==> src/rtl/alu_pkg.sv <==
// Shared definitions for the ALU arbiter: opcode values, legality check and
// sequencer state encoding.
package alu_pkg;

   localparam logic [3:0] OP_AND = 4'b0000;
   localparam logic [3:0] OP_OR  = 4'b0001;
   localparam logic [3:0] OP_ADD = 4'b0010;
   localparam logic [3:0] OP_SUB = 4'b0110;
   localparam logic [3:0] OP_SLT = 4'b0111;
   localparam logic [3:0] OP_XOR = 4'b1000;
   localparam logic [3:0] OP_NOR = 4'b1100;

   typedef enum logic [1:0] {
      ST_IDLE = 2'd0,
      ST_EXEC = 2'd1,
      ST_RESP = 2'd2
   } state_e;

   function automatic logic op_legal(input logic [3:0] op);
      case (op)
         OP_AND, OP_OR, OP_ADD, OP_SUB, OP_SLT, OP_XOR, OP_NOR: op_legal = 1'b1;
         default:                                               op_legal = 1'b0;
      endcase
   endfunction

endpackage

==> src/rtl/alu.sv <==
// Shared combinational 32-bit ALU; illegal opcodes produce zero.
module alu
   import alu_pkg::*;
#(
   parameter int WIDTH = 32
) (
   input  logic [WIDTH-1:0] oprd1,
   input  logic [WIDTH-1:0] oprd2,
   input  logic [3:0]       ALU_Operation,
   output logic [WIDTH-1:0] ALU_result,
   output logic             zero
);

   logic slt_bit;

   assign slt_bit = ($signed(oprd1) < $signed(oprd2));

   always_comb begin
      ALU_result = '0;
      case (ALU_Operation)
         OP_AND:  ALU_result = oprd1 & oprd2;
         OP_OR:   ALU_result = oprd1 | oprd2;
         OP_ADD:  ALU_result = oprd1 + oprd2;
         OP_SUB:  ALU_result = oprd1 - oprd2;
         OP_SLT:  ALU_result = {{(WIDTH-1){1'b0}}, slt_bit};
         OP_XOR:  ALU_result = oprd1 ^ oprd2;
         OP_NOR:  ALU_result = ~(oprd1 | oprd2);
         default: ALU_result = '0;
      endcase
   end

   assign zero = (ALU_result == '0);

endmodule

==> src/rtl/alu_arbiter.sv <==
// Round-robin arbiter/sequencer sharing one ALU between two requesters:
// grant in IDLE, compute from latched operands in EXEC, hold response in RESP.
module alu_arbiter
   import alu_pkg::*;
#(
   parameter int WIDTH = 32
) (
   input  logic             clk,
   input  logic             rst,
   input  logic             req0_valid,
   output logic             req0_ready,
   input  logic [3:0]       req0_op,
   input  logic [WIDTH-1:0] req0_a,
   input  logic [WIDTH-1:0] req0_b,
   input  logic             req1_valid,
   output logic             req1_ready,
   input  logic [3:0]       req1_op,
   input  logic [WIDTH-1:0] req1_a,
   input  logic [WIDTH-1:0] req1_b,
   output logic             rsp_valid,
   input  logic             rsp_ready,
   output logic             rsp_id,
   output logic [WIDTH-1:0] rsp_result,
   output logic             rsp_zero,
   output logic             rsp_err
);

   state_e           state_q, state_d;
   logic             prio_q, prio_d;
   logic             id_q, id_d;
   logic [3:0]       op_q, op_d;
   logic [WIDTH-1:0] a_q, a_d;
   logic [WIDTH-1:0] b_q, b_d;
   logic             rsp_id_q, rsp_id_d;
   logic [WIDTH-1:0] rsp_result_q, rsp_result_d;
   logic             rsp_zero_q, rsp_zero_d;
   logic             rsp_err_q, rsp_err_d;

   logic             grant;
   logic [WIDTH-1:0] alu_result;
   logic             alu_zero;

   alu #(.WIDTH(WIDTH)) u_alu (
      .oprd1         (a_q),
      .oprd2         (b_q),
      .ALU_Operation (op_q),
      .ALU_result    (alu_result),
      .zero          (alu_zero)
   );

   always_comb begin
      state_d      = state_q;
      prio_d       = prio_q;
      id_d         = id_q;
      op_d         = op_q;
      a_d          = a_q;
      b_d          = b_q;
      rsp_id_d     = rsp_id_q;
      rsp_result_d = rsp_result_q;
      rsp_zero_d   = rsp_zero_q;
      rsp_err_d    = rsp_err_q;
      req0_ready   = 1'b0;
      req1_ready   = 1'b0;
      grant        = (req0_valid && req1_valid) ? prio_q : req1_valid;

      case (state_q)
         ST_IDLE: begin
            // Ready is withheld during reset so nothing looks accepted that gets dropped.
            if (!rst && (req0_valid || req1_valid)) begin
               req0_ready = ~grant;
               req1_ready = grant;
               id_d       = grant;
               op_d       = grant ? req1_op : req0_op;
               a_d        = grant ? req1_a  : req0_a;
               b_d        = grant ? req1_b  : req0_b;
               prio_d     = ~grant;
               state_d    = ST_EXEC;
            end
         end
         ST_EXEC: begin
            rsp_id_d = id_q;
            if (op_legal(op_q)) begin
               rsp_result_d = alu_result;
               rsp_zero_d   = alu_zero;
               rsp_err_d    = 1'b0;
            end else begin
               rsp_result_d = '0;
               rsp_zero_d   = 1'b0;
               rsp_err_d    = 1'b1;
            end
            state_d = ST_RESP;
         end
         ST_RESP: begin
            if (rsp_ready) begin
               state_d = ST_IDLE;
            end
         end
         default: state_d = ST_IDLE;
      endcase
   end

   always_ff @(posedge clk) begin
      if (rst) begin
         state_q      <= ST_IDLE;
         prio_q       <= 1'b0;
         id_q         <= 1'b0;
         op_q         <= '0;
         a_q          <= '0;
         b_q          <= '0;
         rsp_id_q     <= 1'b0;
         rsp_result_q <= '0;
         rsp_zero_q   <= 1'b0;
         rsp_err_q    <= 1'b0;
      end else begin
         state_q      <= state_d;
         prio_q       <= prio_d;
         id_q         <= id_d;
         op_q         <= op_d;
         a_q          <= a_d;
         b_q          <= b_d;
         rsp_id_q     <= rsp_id_d;
         rsp_result_q <= rsp_result_d;
         rsp_zero_q   <= rsp_zero_d;
         rsp_err_q    <= rsp_err_d;
      end
   end

   assign rsp_valid  = (state_q == ST_RESP);
   assign rsp_id     = rsp_id_q;
   assign rsp_result = rsp_result_q;
   assign rsp_zero   = rsp_zero_q;
   assign rsp_err    = rsp_err_q;

endmodule

==> config.mk <==
export PLATFORM = sky130hd
export DESIGN_NAME = alu_arbiter
export DESIGN_NICKNAME = d
export VERILOG_FILES = /design/src/rtl/alu_pkg.sv /design/src/rtl/alu.sv /design/src/rtl/alu_arbiter.sv
export SDC_FILE = /design/constraint.sdc
export NUM_CORES = 1
export LEC_CHECK = 0
export ABC_CLOCK_PERIOD_IN_PS = 9400
export CAP_MARGIN = 20
export CORE_MARGIN = 1.5
export CORE_UTILIZATION = 55
export DETAILED_ROUTE_END_ITERATION = 6
export GPL_ROUTABILITY_DRIVEN = 0
export PLACE_DENSITY = 0.82
export SETUP_SLACK_MARGIN = 0.4
export SKIP_LAST_GASP = 1
export SYNTH_ARGS = -nofsm -noshare
export SYNTH_HDL_FRONTEND = slang
export SYNTH_SLANG_ARGS = --single-unit
==> constraint.sdc <==
create_clock -name clk -period 9.4 [get_ports clk]
set_input_delay 1.88 -clock clk [delete_from_list [all_inputs] [get_ports clk]]
set_output_delay 1.88 -clock clk [all_outputs]
set_load 0.005 [all_outputs]
# == Word level (Yosys, flattened, before mapping) ==
# Cells that the tools add are included.
# totals
reg_bits,107
word_cells,55
in_bits,141
# classes
n_eq_ne,10
mux,17
bitwise_logic,5
n_addsub,2
order_cmp,1
n_reduce_logical,10
# ops
operator,count
$pmux W32 S7,1
$mux W32,3
$add A32 B32 Y32,1
$and A32 B32 Y32,1
$logic_not A32 Y1,1
$lt A32 B32 Y1,1
$not A32 Y32,1
$or A32 B32 Y32,1
$sub A32 B32 Y32,1
$xor A32 B32 Y32,1
$mux W1,9
$eq A4 B3 Y1 const B,2
$eq A4 B4 Y1 const B,2
$reduce_or A7 Y1,1
$pmux W2 S3,1
$eq A4 B1 Y1 const B,1
$eq A4 B2 Y1 const B,1
$logic_not A4 Y1,1
$mux W2,2
$mux W4,1
$reduce_and A2 Y1,2
$eq A2 B1 Y1 const B,1
$eq A2 B2 Y1 const B,1
$logic_and A1 B1 Y1,2
6 further kinds,6

# == Logic depth before layout (Yosys ltp) ==
# Gate-level depths: netlist (run 1).
# logic_depth
depth_word,5
mapped_depth,15

# == Modules after synthesis ==
# Synthesis (run 1) repeated with hierarchy kept, for this count alone.
# hier_totals
hier_cells,1444
hier_area_um2,11103.1
# modules_own_cells
module,seq_area_each_um2,area_per_inst_um2,cells_each,instances
alu,0.0,6035.8,933,1
alu_arbiter,2142.1,5067.4,511,1

# == Least setup slack after synthesis (run 1) ==
# No wires, ideal clock.
# synth_path
path_kind,in2out
start,in rst
end,out req0_ready
required_ns,7.520
t_arrival_ns,3.358
path_stages,6
slack_ns,4.162
cell_sequence,clkbuf_1 -> or4_1 -> inv_1 -> clkbuf_1 -> clkbuf_1 -> and2_1
# synth_via
elab_chain_len,4
# synth_rtl
element,line_no,source
start: declaration,alu_arbiter.sv:9,"input logic rst,"
$logic_not A1 Y1,alu_arbiter.sv:69,if (!rst && (req0_valid || req1_valid)) begin
$logic_and A1 B1 Y1,alu_arbiter.sv:69,
$mux W1,alu_arbiter.sv:69,
$mux W1,alu_arbiter.sv:66,case (state_q)
end: declaration,alu_arbiter.sv:11,"output logic req0_ready,"
# No other way between the ends.

# == Worst setup path in the final report (run 1) ==
# layout_path
start,in req1_valid
end,out req0_ready
# layout_via
elab_chain_len,5
word_cells_on_any_way,7
cone_classes,mux: 3; bitwise: 1; reduce/logical: 3
# layout_rtl
element,line_no,source
start: declaration,alu_arbiter.sv:15,"input logic req1_valid,"
$logic_and A1 B1 Y1,alu_arbiter.sv:64,grant = (req0_valid && req1_valid) ? prio_q : req1_valid;
$mux W1,alu_arbiter.sv:64,
$not A1 Y1,alu_arbiter.sv:70,req0_ready = ~grant;
$mux W1 (*),alu_arbiter.sv:69,
$mux W1 (*),alu_arbiter.sv:66,
# Every way passes the cells marked *; elsewhere a longest branch is shown, timed or not.

==> impl_metrics.yaml, run 1 <==
run_status:
  status: "complete, but fails checks"
  violations: "design-rule violations"
worst_setup_path:
  ff2ff_path_depth: 12
  crit_start: "req1_valid"
  arrival_ns: 4.22
  path_max_fanout: 66
  startpoint_type: "input port"
  endpoint_kind: "primary output"
  reg2reg_from: "op_q[3]"
  reg2reg_slack_ns: 5.04
  worstPathRequired_ns: 7.52
  r2r-end: "rsp_zero"
  critical_path_class: "in -> out"
cells_and_area:
  design_area_mm2: 0.0126
  nets: 1758
  final_common_cell: "nor2_1"
  n_antenna_cell: 0
  drive_gt1_share_pct: 4.87
  syn2layout_area_growth_pct: 19.6
  final_cell_mix: "nor2_1, clkdlybuf4s50_1, inv_1, dfxtp_1, ha_1"
clock_tree:
  ctsResizeCount: 0
  tritoncts: "built"
  clk_path_buf_depth: 2
  cts_hold_buf: 0
  post_cts_buffers: 0
  clk_latency_ns: 0.37
  cts_sinks: 107
  cts_buffers: 9
  h-tree-depth: 3
  cts_root_buffer: "clkbuf_16"
  path_clk_slew_ns: 0.07
worst_hold_path:
  hp-class: "reg -> reg"
  holdCritStartpoint: "rsp_result[11]"
  holdPathStages: 2
  min_to: "rsp_result[11]"
detailed_routing:
  firstDrtPassIters: 7
  wl_per_cell_um: 18.7
  drtAntennaViolNets: 0
  via_per_inst: 6.49
  vias: 11391
  drc: 3
  wl_um: 32900
  drt_iter0_drc: 1506
timing:
  finalCritPeriodShare_pct: 64.9
  skew_ns: 0.0108
  fin_ws_ns: 3.30
  report.final.hold_viol_count: 0
  relSlewSlack_pct: 32.0
  post-route-min-period_ns: 6.10
  finalSetupViolations: 0
  fmax_mhz: 164
  tns_ns: 0
  worstMarginPinSlew_ns: 1.02
  slew_viol_final: 0
  rsz0062_at_grt: "false"
job:
  cap_violations: 0
yosys:
  synthArstFlopShare_pct: 0
  syn-num-nets: 1657
  synth_cell_types: 88
  ys_warn_count: 0
  seq_area_frac_synth_pct: 20.3
  syn_inst: 1415
  ys.flop_type: "dfxtp_1"
  syn_area_mm2: 0.0105
  ys_ff_latch: 107
  synth_edf_count: 0
  avgSynthCellArea_um2: 7.46
die:
  io_pins: 179
  coreArea_mm2: 0.0188
  rows: 50
  fp.dieH_um: 141
  die_area_mm2: 0.0200
  start_util_pct: 56.2
  die_x_um: 141
grt:
  antenna_found_initial: 0
  grt_overflow_total: 0
  grt_pass1_vias: 10287
  grt_use_total_pct: 32.0
  grt_pass1_wl_um: 51700
  grt_max_degree: 75
power:
  power.total_mw: 1.83
  power_density_mw_per_mm2: 145
  p_leak_nw: 5.00
  irDropWorstVdd_mv: 0.0980
place:
  pre_cts_slack_ns: 3.28
  port_buffers: 178
  dpl.hpwl_um: 24300
  dpl_cell_area_mm2: 0.0123
==> registers in the layout, indices dropped and copies added (netlist names) <==
register	cells
rsp_zero	1
op_q	4
id_q	1
state_q	2
rsp_err	1
rsp_result	32
a_q	32
rsp_id	1
b_q	32
prio_q	1
==> metal layers <==
metal	GRT usage [%]	wire length, µm	vias to the layer above
li1	-	-	5359
met1	43.0	13100	5075
met2	49.3	14100	800
met3	6.85	4230	157
met4	14.1	1500	0
met5	0	0	-
==> cells in the mapped netlist (14+ instances only) <==
| cell | instances | area [µm²] |
|---|---|---|
| inv_1 | 108 | 405 |
| nand3_1 | 18 | 90.1 |
| nand4_1 | 15 | 93.8 |
| a21oi_1 | 83 | 415 |
| a21o_1 | 15 | 113 |
| dfxtp_1 | 107 | 2140 |
| o21ai_0 | 56 | 280 |
| nor4_1 | 16 | 100 |
| buf_2 | 22 | 110 |
| nor2_1 | 202 | 758 |
| nor3_1 | 38 | 190 |
| o211ai_1 | 17 | 128 |
| a22oi_1 | 14 | 105 |
| a211oi_1 | 98 | 736 |
| nand2_1 | 89 | 334 |
| nor2b_1 | 17 | 106 |
| ha_1 | 99 | 1240 |
| clkbuf_1 | 65 | 244 |
| mux2i_1 | 90 | 901 |
==> how the worst max path moves through the flow <==
stage,to,slack (ns)
2_1_floorplan,req0_ready,4.16
3_3_place_gp,req0_ready,3.32
3_5_place_dp,req0_ready,3.28
4_1_cts,req0_ready,3.27
5_1_grt,req0_ready,3.17
6_report,req0_ready,3.30
==> worst max-delay path, cell delays in order <==
cell and delay [ns]:
clkdlybuf4s50_1 0.53, nor2_1 0.07, or4_1 0.48, inv_4 0.49, and2_1 0.24, clkdlybuf4s50_1 0.51
==> final cells by class <==
class	count	area, µm²
clock buffer	10	229
clock inverter	6	71.3
fill	1611	6150
inverter	110	415
multi-input combinational	1096	7580
sequential	107	2140
tap	234	293
timing repair buffer	192	1880
==> cells by family (layout without fill, tap and decap cells) <==
family	after synthesis	count (layout)	share of synthesized area, %
AO/OA/AOI/OAI	417	417	28.4
AND/OR/NAND/NOR	479	479	21.7
adder cells (fa/ha/maj)	101	101	12.1
buffers and inverters	212	318	8.05
multiplexers	95	95	9.11
flip-flops	107	107	20.3
XOR/XNOR	4	4	0.332
==> where the power goes <==
group	internal (mW)	switching (mW)	leakage [nW]
sequential	0.497	0.0408	0.881
clock	0.210	0.190	0.140
combinational	0.351	0.537	3.98
==> stage by stage <==
step                      instances  util [%]  hold slack (ns)
after floorplan                1415         -            0.432
after global placement         1739      65.6            0.442
after detailed placement       1739      65.6            0.448
after CTS                      1755      67.2            0.458
after global routing           1755      67.2            0.476
final                          1755      67.2            0.457
No activity file was read; power rests on OpenSTA's default activity.
==> inputs of run 2 (changes only) <==
Settings changed: ABC_CLOCK_PERIOD_IN_PS 9400 to 5400, CORE_UTILIZATION 55 to 50, PLACE_DENSITY 0.82 to 0.79.
Clock period 9.4 ns to 5.4 ns, I/O delays scaled along.
==> run 2 against run 1 <==
  * The run still ends with design-rule violations left
  * Critical path type is now reg -> reg
  * Non-clock buffer count rose by 5
  * Global-route usage fell by 1.7 points
  * Flip-flop and latch count did not move
  * Clock skew fell by 0.00078 ns
  * Cell count rose by 2.3%
  * Clock power rose by 77%
  * Die area rose by 9.8%
  * Sequential power rose by 75%
  * Sequential share of layout area fell by 0.13 points
  * Setup slack got worse by 2.2 ns
  * Largest cell class unchanged
  * Core utilization fell by 5.2 points
  * Power rose by 75%
==> impl_metrics.yaml, run 2 (same netlist as run 1, synthesis figures left out) <==
die:
  start_util_pct: 51.5
  io_pins: 179
  coreArea_mm2: 0.0205
  die_area_mm2: 0.0220
  rows: 52
  fp.dieH_um: 148
  die_x_um: 148
timing:
  relSlewSlack_pct: 26.4
  rsz0062_at_grt: "false"
  slew_viol_final: 0
  skew_ns: 0.00998
  finalSetupViolations: 0
  fmax_mhz: 235
  report.final.hold_viol_count: 0
  post-route-min-period_ns: 4.26
  tns_ns: 0
  finalCritPeriodShare_pct: 79.0
  worstMarginPinSlew_ns: 1.10
clock_tree:
  cts_root_buffer: "clkbuf_16"
  cts_sinks: 107
  cts_buffers: 9
  ctsResizeCount: 0
  clk_latency_ns: 0.37
  post_cts_buffers: 0
  path_clk_slew_ns: 0.08
  tritoncts: "built"
  h-tree-depth: 3
  clk_path_buf_depth: 2
  cts_hold_buf: 0
grt:
  grt_max_degree: 80
  use_met3_pct: 7.94
  grt_use_total_pct: 30.3
  use_met2_pct: 46.5
  grt_pass1_vias: 10631
  gr-max-usage-layer: "met2"
  grtUsageMet1_pct: 39.8
  antenna_found_initial: 0
  grt_pass1_wl_um: 53700
  grt_overflow_total: 0
worst_setup_path:
  endpoint_kind: "register"
  cp_cell_sequence: "nor2_1 > nand2_1 > nor2_2 > buf_4 > a211oi_2 > mux2i_1 > a211o_1 > nor4_1 > and4_1 > nand4_1 > or4_1 > nand2_1"
  arrival_ns: 4.57
  path_max_fanout: 26
  critical_path_class: "reg -> reg"
  worstPathRequired_ns: 5.71
  cp_slowest_stage_delay_ns: 1.00
  startpoint_type: "register"
  cp_slowest_cell: "dfxtp_1"
  cp_common_cell: "nand2_1"
run_status:
  status: "complete, but fails checks"
  violations: "design-rule violations"
cells_and_area:
  final_common_cell: "nor2_1"
  drive_gt1_share_pct: 5.31
  design_area_mm2: 0.0127
  final_core_util_pct: 62.0
  nFillCells: 1839
  final_cell_mix: "nor2_1, clkdlybuf4s50_1, inv_1, dfxtp_1, ha_1"
  nets: 1763
  n_antenna_cell: 0
  syn2layout_area_growth_pct: 20.5
  finalNonFillerCells: 1796
job:
  cap_violations: 0
place:
  dp_cells: 1780
  port_buffers: 178
  dpl.hpwl_um: 24900
  dpl_cell_area_mm2: 0.0124
power:
  irDropWorstVdd_mv: 0.162
  p_leak_nw: 5.04
  power_density_mw_per_mm2: 252
  power.total_mw: 3.20
detailed_routing:
  vias: 11414
  via_per_inst: 6.36
  drc: 1
  wl_um: 33300
  wl_per_cell_um: 18.6
  drt_iter0_drc: 1444
  drtAntennaViolNets: 0
  firstDrtPassIters: 7
worst_hold_path:
  hp-class: "reg -> reg"
[run 2: cell count changes in the layout (fill, tap and decap cells not counted)]
cell,before,now
clkinv_4,1,2
clkbuf_1,1,0
clkinvlp_4,2,0
nor4bb_2,0,1
clkinv_2,0,1
buf_4,15,20
clkbuf_8,0,1
nor4bb_1,2,1
[run 2: power by group]
| group | internal, mW | switching (mW) | total, mW |
|---|---|---|---|
| Clock | 0.377 | 0.330 | 0.707 |
| Sequential | 0.866 | 0.0761 | 0.942 |
| Combinational | 0.615 | 0.938 | 1.55 |
| Total | 1.86 | 1.34 | 3.20 |
[run 2: critical path, delay by kind of cell (launching register included)]
| family | cells | cell delay, ns |
|---|---|---|
| compound gates | 2 | 0.60 |
| buf+inv | 1 | 0.27 |
| flops | 1 | 1.00 |
| mux | 1 | 0.11 |
| simple gates | 8 | 2.20 |
[run 2: path summary, 6_finish.rpt]
kind | endpoint | startpoint | cells after the start | slack [ns]
hold / removal | rsp_result[3] | rsp_result[3] | 2 | 0.46
setup reg to reg | rsp_zero | op_q[3] | 12 | 1.14
hold reg to reg | rsp_result[3] | rsp_result[3] | 2 | 0.46
setup / recovery | rsp_zero | op_q[3] | 12 | 1.14
[run 2: final cells by class]
cell class / count / area (µm²) / share of cell area, %
Multi-Input combinational cell: 1096 / 7580 / 59.7
Sequential cell: 107 / 2140 / 16.9
Timing Repair Buffer: 197 / 1920 / 15.1
Inverter: 110 / 415 / 3.27
Tap cell: 270 / 338 / 2.66
Clock buffer: 10 / 239 / 1.88
Clock inverter: 6 / 70.1 / 0.551
[run 2: per-stage QoR]
step	worst slack [ns]	hold WS, ns
2_1_floorplan	1.76	0.432
4_1_cts	1.33	0.457
3_5_place_dp	1.34	0.446
6_report	1.14	0.455
5_1_grt	0.741	0.491
3_3_place_gp	1.33	0.442
[run 2: routing by layer]
metal	share of wire, %	wire length, µm
met1	41	13600
met2	43	14300
met3	12	4040
met4	4.1	1350
met5	0.11	36
==> inputs of run 3 (changes only) <==
Settings changed: ABC_CLOCK_PERIOD_IN_PS 5400 to 4200, CORE_UTILIZATION 50 to 55, PLACE_DENSITY 0.79 to 0.82.
Clock period 5.4 ns to 4.2 ns, I/O delays scaled along.
==> run 3 against run 2 <==
  * The run still ends with design-rule violations left
  * Global-route usage up 3.7 points
  * Count of clock-buffer cells in the layout is 1 lower
  * Cell count grew 0.56%
  * Sequential share of layout area fell by 0.71 points
  * Register-to-register slack got worse by 0.71 ns
  * Flip-flop and latch count stayed put
  * Die area fell by 8.9%
==> impl_metrics.yaml, run 3 (same netlist as run 1, synthesis figures left out) <==
timing:
  tns_ns: 0
  worstMarginPinSlew_ns: 1.08
  timing.hold.ws_ns: 0.460
  slew_viol_final: 0
  finalSetupViolations: 0
  report.final.hold_viol_count: 0
  skew_ns: 0.0111
  fmax_mhz: 265
  finalCritPeriodShare_pct: 89.8
  post-route-min-period_ns: 3.77
  rsz0062_at_grt: "false"
  relSlewSlack_pct: 27.3
cells_and_area:
  nets: 1809
  finalNonFillerCells: 1806
  syn2layout_area_growth_pct: 26.0
  n_antenna_cell: 0
  final_common_cell: "nor2_1"
  final_cell_mix: "nor2_1, clkdlybuf4s50_1, inv_1"
  final_core_util_pct: 70.8
  drive_gt1_share_pct: 11.1
power:
  power.total_mw: 4.34
  irDropWorstVdd_mv: 0.253
  power_density_mw_per_mm2: 327
  p_leak_nw: 5.29
worst_setup_path:
  crit_start: "a_q[4]"
  reg2reg_from: "a_q[4]"
  startpoint_type: "register"
  crit_cells: 13
  cp_common_cell: "inv_1"
  reg2reg_slack_ns: 0.43
  crit_path_end: "rsp_zero"
  cp_slowest_stage_delay_ns: 0.52
  ff2ff_path_depth: 13
  cp_slowest_cell: "or4_1"
  r2r-end: "rsp_zero"
  arrival_ns: 4.08
  path_buf_inv: 2
  path_max_fanout: 7
  cp_cell_sequence: "inv_1 > ha_2 > inv_1 > a221oi_4 > a21oi_1 > nor3_1 > o22ai_2 > a31oi_1 > o211ai_1 > nor4bb_1 > nand4_1 > or4_1 > nand2_1"
  critical_path_class: "reg -> reg"
  endpoint_kind: "register"
  worstPathRequired_ns: 4.51
  crit_family: "simple AND/OR/NAND/NOR gates"
detailed_routing:
  firstDrtPassIters: 7
  wl_per_cell_um: 19.5
  drt_iter0_drc: 1791
  via_per_inst: 6.55
  wl_um: 35200
  drtAntennaViolNets: 0
  vias: 11825
  drc: 35
grt:
  grt_pass1_wl_um: 54600
  antenna_found_initial: 1
  grt_pass1_vias: 10800
  grt_use_total_pct: 34.0
  grt_max_degree: 82
  grt_overflow_total: 0
clock_tree:
  h-tree-depth: 3
  tritoncts: "built"
  cts_buffers: 9
  cts_root_buffer: "clkbuf_16"
  clk_path_buf_depth: 2
  cts_hold_buf: 0
  clk_latency_ns: 0.37
  cts_sinks: 107
  path_clk_slew_ns: 0.08
run_status:
  status: "complete, but fails checks"
  violations: "design-rule violations"
die:
  die_area_mm2: 0.0200
  io_pins: 179
  die_x_um: 141
  coreArea_mm2: 0.0188
  fp.dieH_um: 141
  rows: 50
  start_util_pct: 56.2
place:
  dpl.hpwl_um: 26500
  dp_cells: 1786
  port_buffers: 178
job:
  cap_violations: 0
worst_hold_path:
  hp-class: "reg -> reg"
## run 3: per-layer routing
| layer | GRT usage [%] | vias up | share of wire (%) |
|---|---|---|---|
| met5 | 0 | - | 0.020 |
| met1 | 43.4 | 5358 | 39 |
| li1 | - | 5437 | - |
| met3 | 9.82 | 187 | 13 |
| met4 | 15.3 | 2 | 4.6 |
| met2 | 53.2 | 841 | 43 |
## run 3: per-stage QoR
stage          setup slack [ns]  area [µm²]
3_3_place_gp              0.463       12700
2_1_floorplan             0.881       10500
3_5_place_dp              0.375       12700
6_report                  0.427       13300
5_1_grt                   0.340       13300
4_1_cts                   0.402       13000
## run 3: worst min path at each step
stage,start,to,slack [ns],cells past startpoint
5_1_grt,rsp_result[14],rsp_result[14],0.48,2
2_1_floorplan,id_q,rsp_id,0.43,2
6_report,rsp_result[14],rsp_result[14],0.46,2
3_3_place_gp,rsp_id,rsp_id,0.44,2
4_1_cts,rsp_result[14],rsp_result[14],0.46,2
3_5_place_dp,rsp_result[14],rsp_result[14],0.45,2
## run 3: power by group
group / total [mW] / internal [mW] / leakage (nW) / switching (mW)
combinational: 2.23 / 0.926 / 4.26 / 1.30
sequential: 1.21 / 1.11 / 0.882 / 0.101
clock: 0.898 / 0.467 / 0.144 / 0.431
## run 3: final cells by class
cell class	instances	area, µm²
tap	234	293
sequential	107	2150
fill	1511	5470
clock inverter	7	75.1
clock buffer	9	225
inverter	110	415
timing repair buffer	243	2270
multi-input combinational	1096	7880
## run 3: worst min-delay path: cells and delay by family, from the launching register on
family	cells	cell delay, ns
simple gates	1	0.05
flops	1	0.31
compound gates	1	0.05
## run 3: timing repair
action | CTS | global route
cloned | 0 | 0
setup buffers | 0 | 4
gates resized for setup | 6 | 59
pin swaps | 0 | 14
endpoints found under the setup margin | 1 | 1
